$ cat src/rtl/sprite_layer_arbiter_pkg.sv
// Shared constants for the sprite layer and the object address generators.
//   SPR_ADDR_W      - sprite-sheet ROM address width
//   SPR_PIX_W       - RGB444 pixel width
//   SHEET_W         - sprite sheet width in pixels
//   SPR_TRANSPARENT - ROM colour that is keyed out
// RGB444 field helpers extract the colour channels of a pixel.
package sprite_layer_arbiter_pkg;

  localparam int SPR_ADDR_W = 17;
  localparam int SPR_PIX_W  = 12;
  localparam int SHEET_W    = 320;
  localparam logic [SPR_PIX_W-1:0] SPR_TRANSPARENT = 12'h0F0;

  function automatic logic [3:0] rgb_r(input logic [SPR_PIX_W-1:0] pix);
    return pix[11:8];
  endfunction

  function automatic logic [3:0] rgb_g(input logic [SPR_PIX_W-1:0] pix);
    return pix[7:4];
  endfunction

  function automatic logic [3:0] rgb_b(input logic [SPR_PIX_W-1:0] pix);
    return pix[3:0];
  endfunction

endpackage

$ cat src/rtl/sprite_layer_arbiter_prio_enc.sv
// Combinational fixed-priority encoder; the lowest set request index wins.
//   req - request vector
//   any - at least one request is set
//   idx - index of the winning request (0 when any=0)
module prio_enc #(
  parameter int N     = 4,
  parameter int IDX_W = (N > 1) ? $clog2(N) : 1
) (
  input  logic [N-1:0]     req,
  output logic             any,
  output logic [IDX_W-1:0] idx
);

  // Scan from the top down so the lowest set index is the last write.
  always_comb begin
    any = 1'b0;
    idx = '0;
    for (int i = N - 1; i >= 0; i--) begin
      if (req[i]) begin
        any = 1'b1;
        idx = IDX_W'(i);
      end
    end
  end

endmodule

$ cat src/rtl/sprite_layer_arbiter.sv
// Shares the sprite-sheet ROM port between NUM_OBJ object address
// generators, one pixel per clock, three-stage pipeline:
//   S1: pick winner, register rom_addr and side-band
//   S2: ROM registers its data, side-band delayed
//   S3: key out transparent colour or override the background
// Ports:
//   clk, rst_n           - pixel clock, async active-low reset
//   obj_en, obj_addr     - per-object "inside sprite" flags and addresses
//   mask_in, frame_start - visibility mask, latched on frame_start
//   valid_in, bg_pixel_in- active-video flag and background colour
//   rom_addr, rom_data   - registered ROM address, ROM data one cycle later
//   pixel_out, valid_out, hit_out, hit_idx - final pixel and its source
//   collision_frame      - overlap seen during the previous frame
module sprite_layer_arbiter
  import sprite_layer_arbiter_pkg::*;
#(
  parameter int NUM_OBJ = 4,
  parameter int ADDR_W  = SPR_ADDR_W,
  parameter int PIX_W   = SPR_PIX_W,
  parameter logic [PIX_W-1:0] TRANSPARENT = SPR_TRANSPARENT,
  localparam int IDX_W  = $clog2(NUM_OBJ)
) (
  input  logic                      clk,
  input  logic                      rst_n,
  input  logic [NUM_OBJ-1:0]        obj_en,
  input  logic [NUM_OBJ*ADDR_W-1:0] obj_addr,
  input  logic [NUM_OBJ-1:0]        mask_in,
  input  logic                      frame_start,
  input  logic                      valid_in,
  input  logic [PIX_W-1:0]          bg_pixel_in,
  output logic [ADDR_W-1:0]         rom_addr,
  input  logic [PIX_W-1:0]          rom_data,
  output logic [PIX_W-1:0]          pixel_out,
  output logic                      valid_out,
  output logic                      hit_out,
  output logic [IDX_W-1:0]          hit_idx,
  output logic                      collision_frame
);

  localparam int CNT_W = $clog2(NUM_OBJ) + 1;

  logic [NUM_OBJ-1:0] req;
  logic               sel_any;
  logic [IDX_W-1:0]   sel_idx;
  logic [CNT_W-1:0]   req_cnt;
  logic               collision_now;

  logic [ADDR_W-1:0]  rom_addr_d, rom_addr_q;
  logic               s1_hit_d, s1_hit_q, s2_hit_q;
  logic [IDX_W-1:0]   s1_idx_d, s1_idx_q, s2_idx_q;
  logic               s1_valid_q, s2_valid_q;
  logic [PIX_W-1:0]   s1_bg_q, s2_bg_q;
  logic [PIX_W-1:0]   pixel_d, pixel_q;
  logic               hit_d, hit_q;
  logic [IDX_W-1:0]   hit_idx_d, hit_idx_q;
  logic               valid_out_q;
  logic [NUM_OBJ-1:0] active_mask_d, active_mask_q;
  logic               sticky_d, sticky_q;
  logic               coll_frame_d, coll_frame_q;

  // The mask in use is the latched one, so a pixel in the frame_start
  // cycle still sees the previous frame's mask.
  assign req = obj_en & active_mask_q & {NUM_OBJ{valid_in}};

  prio_enc #(.N(NUM_OBJ), .IDX_W(IDX_W)) u_prio_enc (
    .req (req),
    .any (sel_any),
    .idx (sel_idx)
  );

  always_comb begin
    req_cnt = '0;
    for (int i = 0; i < NUM_OBJ; i++) begin
      req_cnt = req_cnt + CNT_W'(req[i]);
    end
  end

  assign collision_now = (req_cnt >= CNT_W'(2));

  always_comb begin
    rom_addr_d    = '0;
    s1_hit_d      = sel_any;
    s1_idx_d      = sel_idx;
    pixel_d       = '0;
    hit_d         = 1'b0;
    hit_idx_d     = '0;
    active_mask_d = active_mask_q;
    sticky_d      = sticky_q | collision_now;
    coll_frame_d  = coll_frame_q;

    if (sel_any) begin
      rom_addr_d = obj_addr[sel_idx*ADDR_W +: ADDR_W];
    end

    // A transparent winner shows the background; lower-priority objects
    // are deliberately not consulted.
    if (s2_valid_q) begin
      if (s2_hit_q && (rom_data != TRANSPARENT)) begin
        pixel_d   = rom_data;
        hit_d     = 1'b1;
        hit_idx_d = s2_idx_q;
      end else begin
        pixel_d = s2_bg_q;
      end
    end

    // A collision in the frame_start cycle belongs to the ending frame.
    if (frame_start) begin
      active_mask_d = mask_in;
      coll_frame_d  = sticky_q | collision_now;
      sticky_d      = 1'b0;
    end
  end

  always_ff @(posedge clk or negedge rst_n) begin
    if (!rst_n) begin
      rom_addr_q    <= '0;
      s1_hit_q      <= 1'b0;
      s1_idx_q      <= '0;
      s1_valid_q    <= 1'b0;
      s1_bg_q       <= '0;
      s2_hit_q      <= 1'b0;
      s2_idx_q      <= '0;
      s2_valid_q    <= 1'b0;
      s2_bg_q       <= '0;
      pixel_q       <= '0;
      hit_q         <= 1'b0;
      hit_idx_q     <= '0;
      valid_out_q   <= 1'b0;
      active_mask_q <= '1;
      sticky_q      <= 1'b0;
      coll_frame_q  <= 1'b0;
    end else begin
      rom_addr_q    <= rom_addr_d;
      s1_hit_q      <= s1_hit_d;
      s1_idx_q      <= s1_idx_d;
      s1_valid_q    <= valid_in;
      s1_bg_q       <= bg_pixel_in;
      s2_hit_q      <= s1_hit_q;
      s2_idx_q      <= s1_idx_q;
      s2_valid_q    <= s1_valid_q;
      s2_bg_q       <= s1_bg_q;
      pixel_q       <= pixel_d;
      hit_q         <= hit_d;
      hit_idx_q     <= hit_idx_d;
      valid_out_q   <= s2_valid_q;
      active_mask_q <= active_mask_d;
      sticky_q      <= sticky_d;
      coll_frame_q  <= coll_frame_d;
    end
  end

  assign rom_addr        = rom_addr_q;
  assign pixel_out       = pixel_q;
  assign hit_out         = hit_q;
  assign hit_idx         = hit_idx_q;
  assign valid_out       = valid_out_q;
  assign collision_frame = coll_frame_q;

endmodule

$ cat config.mk
export PLATFORM = sky130hd
export DESIGN_NAME = sprite_layer_arbiter
export DESIGN_NICKNAME = d
export VERILOG_FILES = /design/src/rtl/sprite_layer_arbiter_pkg.sv /design/src/rtl/sprite_layer_arbiter_prio_enc.sv /design/src/rtl/sprite_layer_arbiter.sv
export SDC_FILE = /design/constraint.sdc
export NUM_CORES = 1
export LEC_CHECK = 0
export ABC_AREA = 1
export BUFFER_PORTS_ARGS = -buffer_cell sky130_fd_sc_hd__buf_4
export CAP_MARGIN = 10
export CORE_MARGIN = 3
export CORE_UTILIZATION = 25
export CTS_BUF_LIST = sky130_fd_sc_hd__clkbuf_8
export CTS_CLUSTER_DIAMETER = 120
export DETAILED_ROUTE_END_ITERATION = 10
export HOLD_SLACK_MARGIN = 0.06
export SETUP_SLACK_MARGIN = 0.5
export SYNTH_ARGS = -nofsm -noshare
export SYNTH_HDL_FRONTEND = slang
export SYNTH_SLANG_ARGS = --single-unit
$ cat constraint.sdc
create_clock -name clk -period 2.4 [get_ports clk]
set_clock_uncertainty 0.05 [all_clocks]
set_input_delay 0.12 -clock clk [delete_from_list [all_inputs] [get_ports clk]]
set_output_delay 0.12 -clock clk [all_outputs]
set_load 0.02 [all_outputs]
==> results.json, run 1 <==
{
  "io_pins": 138,
  "arrival_ns": 2.04,
  "fmax_mhz": 546,
  "hold_depth": 5,
  "ir_drop_v": 0.000202,
  "worst_hold_startpoint": "obj_addr[8]",
  "drt_first_iter_violations": 139,
  "leakage_nw": 2.58,
  "crit_path_cell_trace": "dlygate4sd3_1 -> buf_4 -> nand2_1 -> dlygate4sd3_1 -> o21ai_0 -> dlygate4sd3_1",
  "wirelength_mm": 8.94,
  "cp.buffers_inverters": 4,
  "fin_ws_ns": 0.569,
  "firstDrtPassIters": 4,
  "synth_flop_cell": "dfrtp_1",
  "ff2ff_path_depth": 8,
  "crit_path_start_kind": "input port",
  "cp_max_fo": 8,
  "worstMarginPinSlew_ns": 0.883,
  "wl_per_cell_um": 13.3,
  "hold_path_end": "rom_addr[8]",
  "rr_startpoint": "active_mask_q[3]",
  "cp.depth": 6,
  "die_area_sq_um": 13500,
  "end_kind": "flop",
  "insertion_delay_ns": 0.34,
  "grt_pass1_wl_mm": 13.9,
  "place_area_sq_um": 4200,
  "relSlewSlack_pct": 41.1,
  "r2r_setup_slack_ns": 0.65,
  "drc": 0,
  "final_cell_area_sq_um": 4940,
  "slowest_stage": "dlygate4sd3_1",
  "synth_fp_nets": 442,
  "drv_slew": 0,
  "stdcell_count": 673,
  "final_cell_mix": "142 x buf_4, 67 x dfrtp_1, 55 x inv_1",
  "drive_above_1_share_pct": 33.2,
  "grt_pass1_vias": 3015,
  "routabilityCongestion": 0.798,
  "holdCritPathClass": "in -> reg",
  "die_x_um": 116,
  "min_period_over_period_pct": 76.3,
  "cts_root_buf": "clkbuf_8",
  "cts_max_level": 3,
  "p_per_area_nw_per_um2": 607,
  "place_inst": 605,
  "r2r-end": "rom_addr[15]",
  "numCtsBuffers": 9,
  "syn_inst": 337,
  "die_h_um": 116,
  "cp_common_cell": "dlygate4sd3_1",
  "avgViaCountPerCell": 4.33,
  "netlist_area_sq_um": 3030,
  "synth-edff-count": 0,
  "ys_ff_latch": 71,
  "vias": 2916,
  "finalSetupViolations": 0,
  "place_ws_ns": 0.481,
  "setup.worst_path.class": "in -> reg",
  "setup_tns_ns": 0,
  "io_buffers": 137,
  "grt-ovfl-total": 0,
  "cap_violations": 0,
  "synthDistinctLibCells": 21,
  "ys_seq_area_share_pct": 58.7,
  "hpwl_mm": 6.22,
  "core_area_sq_um": 11600,
  "cts_tree": "done",
  "cp_data_required_time_ns": 2.61,
  "detail-route-antenna-nets": 0,
  "antenna_cells": 0,
  "start_util_pct": 26.1,
  "status": "finished clean",
  "clk_pin_slew_ns": 0.08,
  "grt_max_degree": 72,
  "layout_commonest_cell": "buf_4",
  "max_stage_delay_ns": 0.55,
  "fp-row-count": 39,
  "hold_viol": 0,
  "area.growth.synth_to_final_pct": 63.0,
  "period_minus_slack_ns": 1.83,
  "grt_use_total_pct": 13.2,
  "ys_warn_count": 0,
  "cts.sinks": 71,
  "crit_family": "buffers and inverters",
  "cts_max_path_buffers": 2,
  "critPathLaunch": "frame_start",
  "postSynthAreaPerCell_sq_um": 9.00,
  "final_nets": 630,
  "rsz0062_at_grt": "false",
  "synthArstFlopShare_pct": 100,
  "antenna_found_initial": 0
}
[worst reg2reg max path: cells and delay by family, from the launching register on]
kind            cells  cell delay [ns]
simple gates        5             0.59
compound gates      1             0.08
buf+inv             2             0.38
flops               1             0.52
[worst max path at each step]
| stage | end | slack (ns) |
|---|---|---|
| floorplan | collision_frame | 0.58 |
| global placement | rom_addr[15] | 0.53 |
| detailed placement | rom_addr[7] | 0.48 |
| CTS | rom_addr[7] | 0.51 |
| global route | pixel_out[3] | 0.51 |
| finish | active_mask_q[3] | 0.57 |
[what timing repair did]
action | 4_1_cts | 5_1_grt
buffers inserted | 0 | 2
pin swaps | 0 | 1
hold endpoints to repair | 112 | 0
gates resized for setup | 1 | 8
endpoints found under the setup margin | 1 | 33
hold buffers | 50 | 0
[synth_stat cells (3+ instances only)]
| cell type | instances | area (sq um) |
|---|---|---|
| clkbuf_1 | 8 | 30.0 |
| a21oi_1 | 18 | 90.1 |
| nand2_1 | 43 | 161 |
| o21ai_0 | 14 | 70.1 |
| inv_1 | 57 | 214 |
| nand3b_1 | 17 | 128 |
| buf_2 | 5 | 25.0 |
| nor2_1 | 36 | 135 |
| dfrtp_1 | 67 | 1680 |
| mux2_2 | 3 | 33.8 |
| dfstp_2 | 4 | 105 |
| nand3_1 | 54 | 270 |
[metrics by stage]
stage	util [%]	power, W	hold slack [ns]
2_1_floorplan	-	0.00165	-0.226
3_3_place_gp	36.1	0.00196	0.182
3_5_place_dp	36.1	0.00197	0.181
4_1_cts	42.2	0.00303	0.0615
5_1_grt	42.6	0.00318	0.0680
6_report	42.6	0.00300	0.0762
[cells by family after synthesis]
family          count (synthesis)  share of synthesized area [%]
compound gates                 33                           5.82
fa+ha+maj                       1                          0.660
mux                             3                           1.11
buf+inv                        74                           9.61
simple gates                  155                           24.1
flops                          71                           58.7
[power by group]
group,switching [W],internal (W),total [W]
combinational,0.000353,0.000331,0.000684
sequential,0.0000352,0.00130,0.00134
clock,0.000465,0.000514,0.000978
[cell type report]
type                       count  area, sq um
tap                          143          179
inverter                      58          224
fill                        1143         6670
timing repair buffer         193         1580
clock inverter                 6         67.6
sequential                    71         1780
multi-input combinational    192          975
clock buffer                  10          138
[state kept, by name, indices dropped and copies added, names as in the netlist]
signal / flops
active_mask_q: 4
s1_valid_q: 1
pixel_out: 12
sticky_q: 1
collision_frame: 1
s2_idx_q: 2
hit_out: 1
s2_hit_q: 1
s1_idx_q: 2
valid_out: 1
hit_idx: 2
s2_bg_q: 12
s1_hit_q: 1
rom_addr: 17
s1_bg_q: 12
s2_valid_q: 1
[metal layers]
| layer | track usage (%) | wire (um) |
|---|---|---|
| met2 | 21.9 | 4380 |
| met1 | 16.3 | 3720 |
| met5 | 0 | 0 |
| met4 | 5.18 | 186 |
| met3 | 3.94 | 664 |
(Power assumes the default switching activity.)
==> run 2, diff against run 1 <==
==> constraint.sdc (replaced) <==
create_clock -name clk -period 1.45 [get_ports clk]
set_clock_uncertainty 0.05 [all_clocks]
set_input_delay 0.0725 -clock clk [delete_from_list [all_inputs] [get_ports clk]]
set_output_delay 0.0725 -clock clk [all_outputs]
set_load 0.02 [all_outputs]
==> run 2 against run 1 <==
Net effect:
- the run now ends with setup timing left
- non-clock buffer count grew 40
- global-route usage rose by 1.3 points
- routed wire length up 17%
- sequential cell count stayed put
- critical path depth is 1 higher
- total power up 72%
- core utilization up 7.6 points
- cell area rose by 18%
- first-iteration DRC count is 66% higher
- critical path type is now reg -> reg
- critical endpoint is now collision_frame
- largest cell class is now buffers
==> results.json, run 2 (synthesis results as in run 1) <==
{
  "finalSetupViolations": 19,
  "crit_end": "collision_frame",
  "layout_commonest_cell": "buf_4",
  "ir_drop_v": 0.000325,
  "setup.worst_path.class": "reg -> reg",
  "drive_above_1_share_pct": 43.8,
  "io_pins": 138,
  "wirelength_mm": 10.5,
  "drv_slew": 0,
  "final_cell_area_sq_um": 5830,
  "drc": 0,
  "avgViaCountPerCell": 4.39,
  "routabilityCongestion": 0.785,
  "antenna_cells": 0,
  "grt_pass1_vias": 3194,
  "wl_per_cell_um": 14.7,
  "die_h_um": 116,
  "holdCritPathClass": "in -> reg",
  "r2r_setup_slack_ns": -0.20,
  "grt-ovfl-total": 0,
  "ff2ff_path_depth": 7,
  "final_cell_mix": "114 x buf_4, 69 x dlygate4sd3_1, 66 x dfrtp_1",
  "die_x_um": 116,
  "drt_first_iter_violations": 231,
  "r2r-end": "collision_frame",
  "vias": 3129,
  "detail-route-antenna-nets": 0,
  "highest_layer": "met4",
  "met1_length_mm": 4.33,
  "fin_ws_ns": -0.198,
  "min_period_over_period_pct": 114,
  "cts_max_level": 3,
  "dr_wl_met2_mm": 5.13,
  "arrival_ns": 1.81,
  "area.growth.synth_to_final_pct": 92.1,
  "hold_ws_ns": 0.0853,
  "cap_violations": 0,
  "numCtsBuffers": 9,
  "crit_path_start_kind": "flop",
  "failed_checks": "setup timing",
  "rr_startpoint": "active_mask_q[3]",
  "dr_wl_met3_um": 843,
  "relSlewSlack_pct": 74.5,
  "largest_reg_flops": 17,
  "hpwl_mm": 6.50,
  "cts_root_buf": "clkbuf_8",
  "cp_data_required_time_ns": 1.61,
  "io_buffers": 137,
  "fp-row-count": 39,
  "cts_max_path_buffers": 2,
  "grt_pass1_wl_mm": 15.2,
  "end_kind": "flop",
  "critPathLaunch": "active_mask_q[3]",
  "status": "complete, but fails checks",
  "leakage_nw": 2.92,
  "antenna_found_initial": 0,
  "final_nets": 670,
  "cts_tree": "done",
  "grt_max_degree": 35,
  "hold_viol": 0,
  "fmax_mhz": 607,
  "period_minus_slack_ns": 1.65,
  "start_util_pct": 26.1,
  "worstMarginPinSlew_ns": 0.382,
  "worst_hold_startpoint": "obj_addr[23]",
  "cp_max_fo": 2,
  "die_area_sq_um": 13500,
  "place_area_sq_um": 4390,
  "insertion_delay_ns": 0.33,
  "core_area_sq_um": 11600,
  "grt_use_total_pct": 14.5,
  "p_per_area_nw_per_um2": 884,
  "firstDrtPassIters": 4,
  "rsz0062_at_grt": "true",
  "cts.sinks": 71,
  "clk_pin_slew_ns": 0.07
}
-- run 2: cell types whose count changed in the layout (fill, tap and decap cells not counted), moves of 11 or more --
| cell | delta |
|---|---|
| dlygate4sd3_1 | +19 |
| buf_6 | +36 |
| buf_4 | -28 |
| nand3_1 | -19 |
| nand3_2 | +16 |
| nand2_1 | -11 |
-- run 2: report_power, final --
| group | switching [W] | total, W | internal (W) |
|---|---|---|---|
| clock network | 0.000713 | 0.00137 | 0.000657 |
| logic | 0.000734 | 0.00155 | 0.000815 |
| registers | 0.0000766 | 0.00223 | 0.00215 |
-- run 2: how the worst min path moves through the flow --
stage	endpoint	depth (start not counted)
after floorplan	collision_frame	0
after global placement	pixel_out[4]	1
after detailed placement	pixel_out[4]	1
after CTS	rom_addr[4]	4
after global routing	rom_addr[6]	5
final	rom_addr[6]	5
-- run 2: cell type report --
cell class | instances | area [sq um]
clock buffers | 10 | 138
clock inverters | 5 | 33.8
fillers | 1058 | 5790
inverters | 58 | 230
multi-input cells | 192 | 1230
flip-flops and latches | 71 | 1780
well taps | 143 | 179
repair buffers | 233 | 2230
-- run 2: through the flow --
step                      setup TNS [ns]  utilization, %  setup slack, ns  instances  power (W)
final                              -3.06            50.2           -0.198        712    0.00515
after global routing               -4.64            50.2           -0.275        712    0.00543
after CTS                          -2.78            47.5           -0.191        703    0.00506
after detailed placement           -3.51            37.8           -0.244        616    0.00334
after global placement             -2.60            37.8           -0.196        616    0.00333
after floorplan                   -0.828               -           -0.251        337    0.00278
-- run 2: layer usage --
layer  track usage, %  vias to the layer above
met4             3.71                        0
met5                0                        -
met3             5.08                       17
li1                 -                     1515
met1             17.4                     1454
met2             24.9                      143
-- run 2: repair_timing --
action                                  CTS  global route
cloned                                    1             4
buffers inserted                          2             5
endpoints found under the setup margin   68            66
pin swaps                                 9            21
hold buffers                             69             0
endpoints found under the hold margin   115             0
gates resized for setup                  60            45
-- run 2: critical path: stages, from the launching register on --
cell and delay (ns):
dfstp_2 0.53, inv_2 0.04, nor2_4 0.09, inv_2 0.05
fa_1 0.48, o21ai_1 0.06, nor2_1 0.15, a21oi_1 0.09
==> run 3, diff against run 2 <==
==> constraint.sdc (replaced) <==
create_clock -name clk -period 1.8 [get_ports clk]
set_clock_uncertainty 0.05 [all_clocks]
set_input_delay 0.09 -clock clk [delete_from_list [all_inputs] [get_ports clk]]
set_output_delay 0.09 -clock clk [all_outputs]
set_load 0.02 [all_outputs]
==> run 3 against run 2 <==
Net effect:
- cell area down 3.8%
- hold slack lost 0.012 ns
- worst setup slack improved by 0.39 ns
- the run now ends clean
==> results.json, run 3 (synthesis results as in run 1) <==
{
  "status": "finished clean",
  "switching_share_pct": 29.9,
  "layout_commonest_cell": "buf_4",
  "largest_reg_flops": 17,
  "antenna_found_initial": 0,
  "critPathLaunch": "active_mask_q[1]",
  "end_kind": "flop",
  "relSlewSlack_pct": 75.4,
  "final_cell_area_sq_um": 5610,
  "r2r-end": "collision_frame",
  "finalSetupViolations": 0,
  "rr_startpoint": "active_mask_q[1]",
  "cp_max_fo": 3,
  "p_per_area_nw_per_um2": 752,
  "avgViaCountPerCell": 4.39,
  "r2r_setup_slack_ns": 0.19,
  "clk_pin_slew_ns": 0.09,
  "wl_per_cell_um": 14.6,
  "drt_first_iter_violations": 193,
  "grt_pass1_wl_mm": 14.1,
  "cts_max_level": 3,
  "io_buffers": 137,
  "max_stage_delay_ns": 0.56,
  "vias": 3071,
  "hold_ws_ns": 0.0729,
  "core_area_sq_um": 11600,
  "grt_pass1_vias": 2963,
  "period_minus_slack_ns": 1.61,
  "hold_depth": 5,
  "cts.sinks": 71,
  "worstMarginPinSlew_ns": 0.369,
  "min_period_over_period_pct": 89.5,
  "area.growth.synth_to_final_pct": 84.8,
  "numCtsBuffers": 9,
  "die_area_sq_um": 13500,
  "place_area_sq_um": 4330,
  "hpwl_mm": 6.49,
  "setup_tns_ns": 0,
  "leakage_nw": 2.85,
  "grt_use_total_pct": 13.2,
  "wirelength_mm": 10.2,
  "final_cell_mix": "138 x buf_4, 67 x dfrtp_1, 56 x dlygate4sd3_1",
  "setup.worst_path.class": "reg -> reg",
  "holdCritPathClass": "in -> reg",
  "crit_path_start_kind": "flop",
  "firstDrtPassIters": 6,
  "crit_path_cell_trace": "nand3_4 -> fa_1 -> o21ai_2 -> nor2_2 -> a21oi_1",
  "start_util_pct": 26.1,
  "cp_data_required_time_ns": 1.97,
  "routabilityCongestion": 0.796,
  "hold_path_end": "rom_addr[11]",
  "cts_root_buf": "clkbuf_8",
  "antenna_cells": 0,
  "stdcell_count": 699,
  "grt_max_degree": 48,
  "cts_max_path_buffers": 2,
  "die_h_um": 116,
  "place_inst": 610,
  "final_nets": 656,
  "ir_drop_v": 0.000336,
  "slowest_stage": "dfstp_2",
  "cts_tree": "done",
  "fp-row-count": 39,
  "io_pins": 138,
  "grt-ovfl-total": 0,
  "worst_hold_startpoint": "obj_addr[45]",
  "cap_violations": 0,
  "drv_slew": 0,
  "p_comb_share_pct": 27.3,
  "seq_power_share_pct": 42.4,
  "ff2ff_path_depth": 5,
  "die_x_um": 116,
  "arrival_ns": 1.78,
  "drive_above_1_share_pct": 45.0,
  "netSwitchingPower_w": 0.00126,
  "p_clk_share_pct": 30.3,
  "rsz0062_at_grt": "true",
  "drc": 0,
  "hold_viol": 0,
  "detail-route-antenna-nets": 0,
  "insertion_delay_ns": 0.34,
  "p_total_w": 0.00422,
  "fmax_mhz": 621,
  "intPower_w": 0.00295
}
==> run 3: power groups by stage <==
stage	clock network, W	logic, W	registers, W
finish	0.00128	0.00115	0.00179
global route	0.00140	0.00124	0.00180
CTS	0.00132	0.000984	0.00179
detailed placement	0	0.000861	0.00181
global placement	0	0.000848	0.00181
floorplan	0	0.000319	0.00191
==> run 3: through the flow <==
step                      utilization, %  worst slack, ns
after floorplan                        -           0.0993
after global placement              37.3            0.159
after detailed placement            37.3           0.0607
after CTS                           44.4            0.143
after global routing                48.3            0.110
final                               48.3            0.189
==> run 3: how the worst max path moves through the flow <==
stage	cells past startpoint	to	slack, ns
finish	5	collision_frame	0.19
global route	9	rom_addr[10]	0.11
detailed placement	6	rom_addr[2]	0.06
floorplan	6	collision_frame	0.1
global placement	7	collision_frame	0.16
CTS	7	collision_frame	0.14
==> run 3: cell type report <==
| cell class | count | area (sq um) |
|---|---|---|
| Tap cell | 143 | 179 |
| Inverter | 58 | 226 |
| Multi-Input combinational cell | 192 | 1270 |
| Sequential cell | 71 | 1780 |
| Clock buffer | 9 | 124 |
| Fill cell | 1067 | 6010 |
| Timing Repair inverter | 1 | 5.00 |
| Timing Repair Buffer | 218 | 1940 |
| Clock inverter | 7 | 73.8 |
==> run 3: repair_timing <==
| action | CTS | global route |
|---|---|---|
| resized for setup | 4 | 77 |
| pin swaps | 4 | 22 |
| buffers inserted | 2 | 4 |
| hold buffers | 58 | 2 |
| gates cloned | 0 | 7 |
| hold endpoints to repair | 117 | 7 |
| endpoints found under the setup margin | 22 | 35 |
==> run 3: critical path: cells and delay by family, from the launching register on <==
family / cells / cell delay [ns]
compound gates: 2 / 0.13
flops: 1 / 0.56
simple gates: 2 / 0.19
fa+ha+maj: 1 / 0.56
==> run 3: metal layers <==
metal / GRT usage [%] / vias to the layer above / wire length (um)
li1: - / 1488 / -
met1: 17.2 / 1449 / 4420
met2: 22.0 / 125 / 4930
met3: 4.15 / 9 / 734
met4: 2.55 / 0 / 102
met5: 0 / - / 0
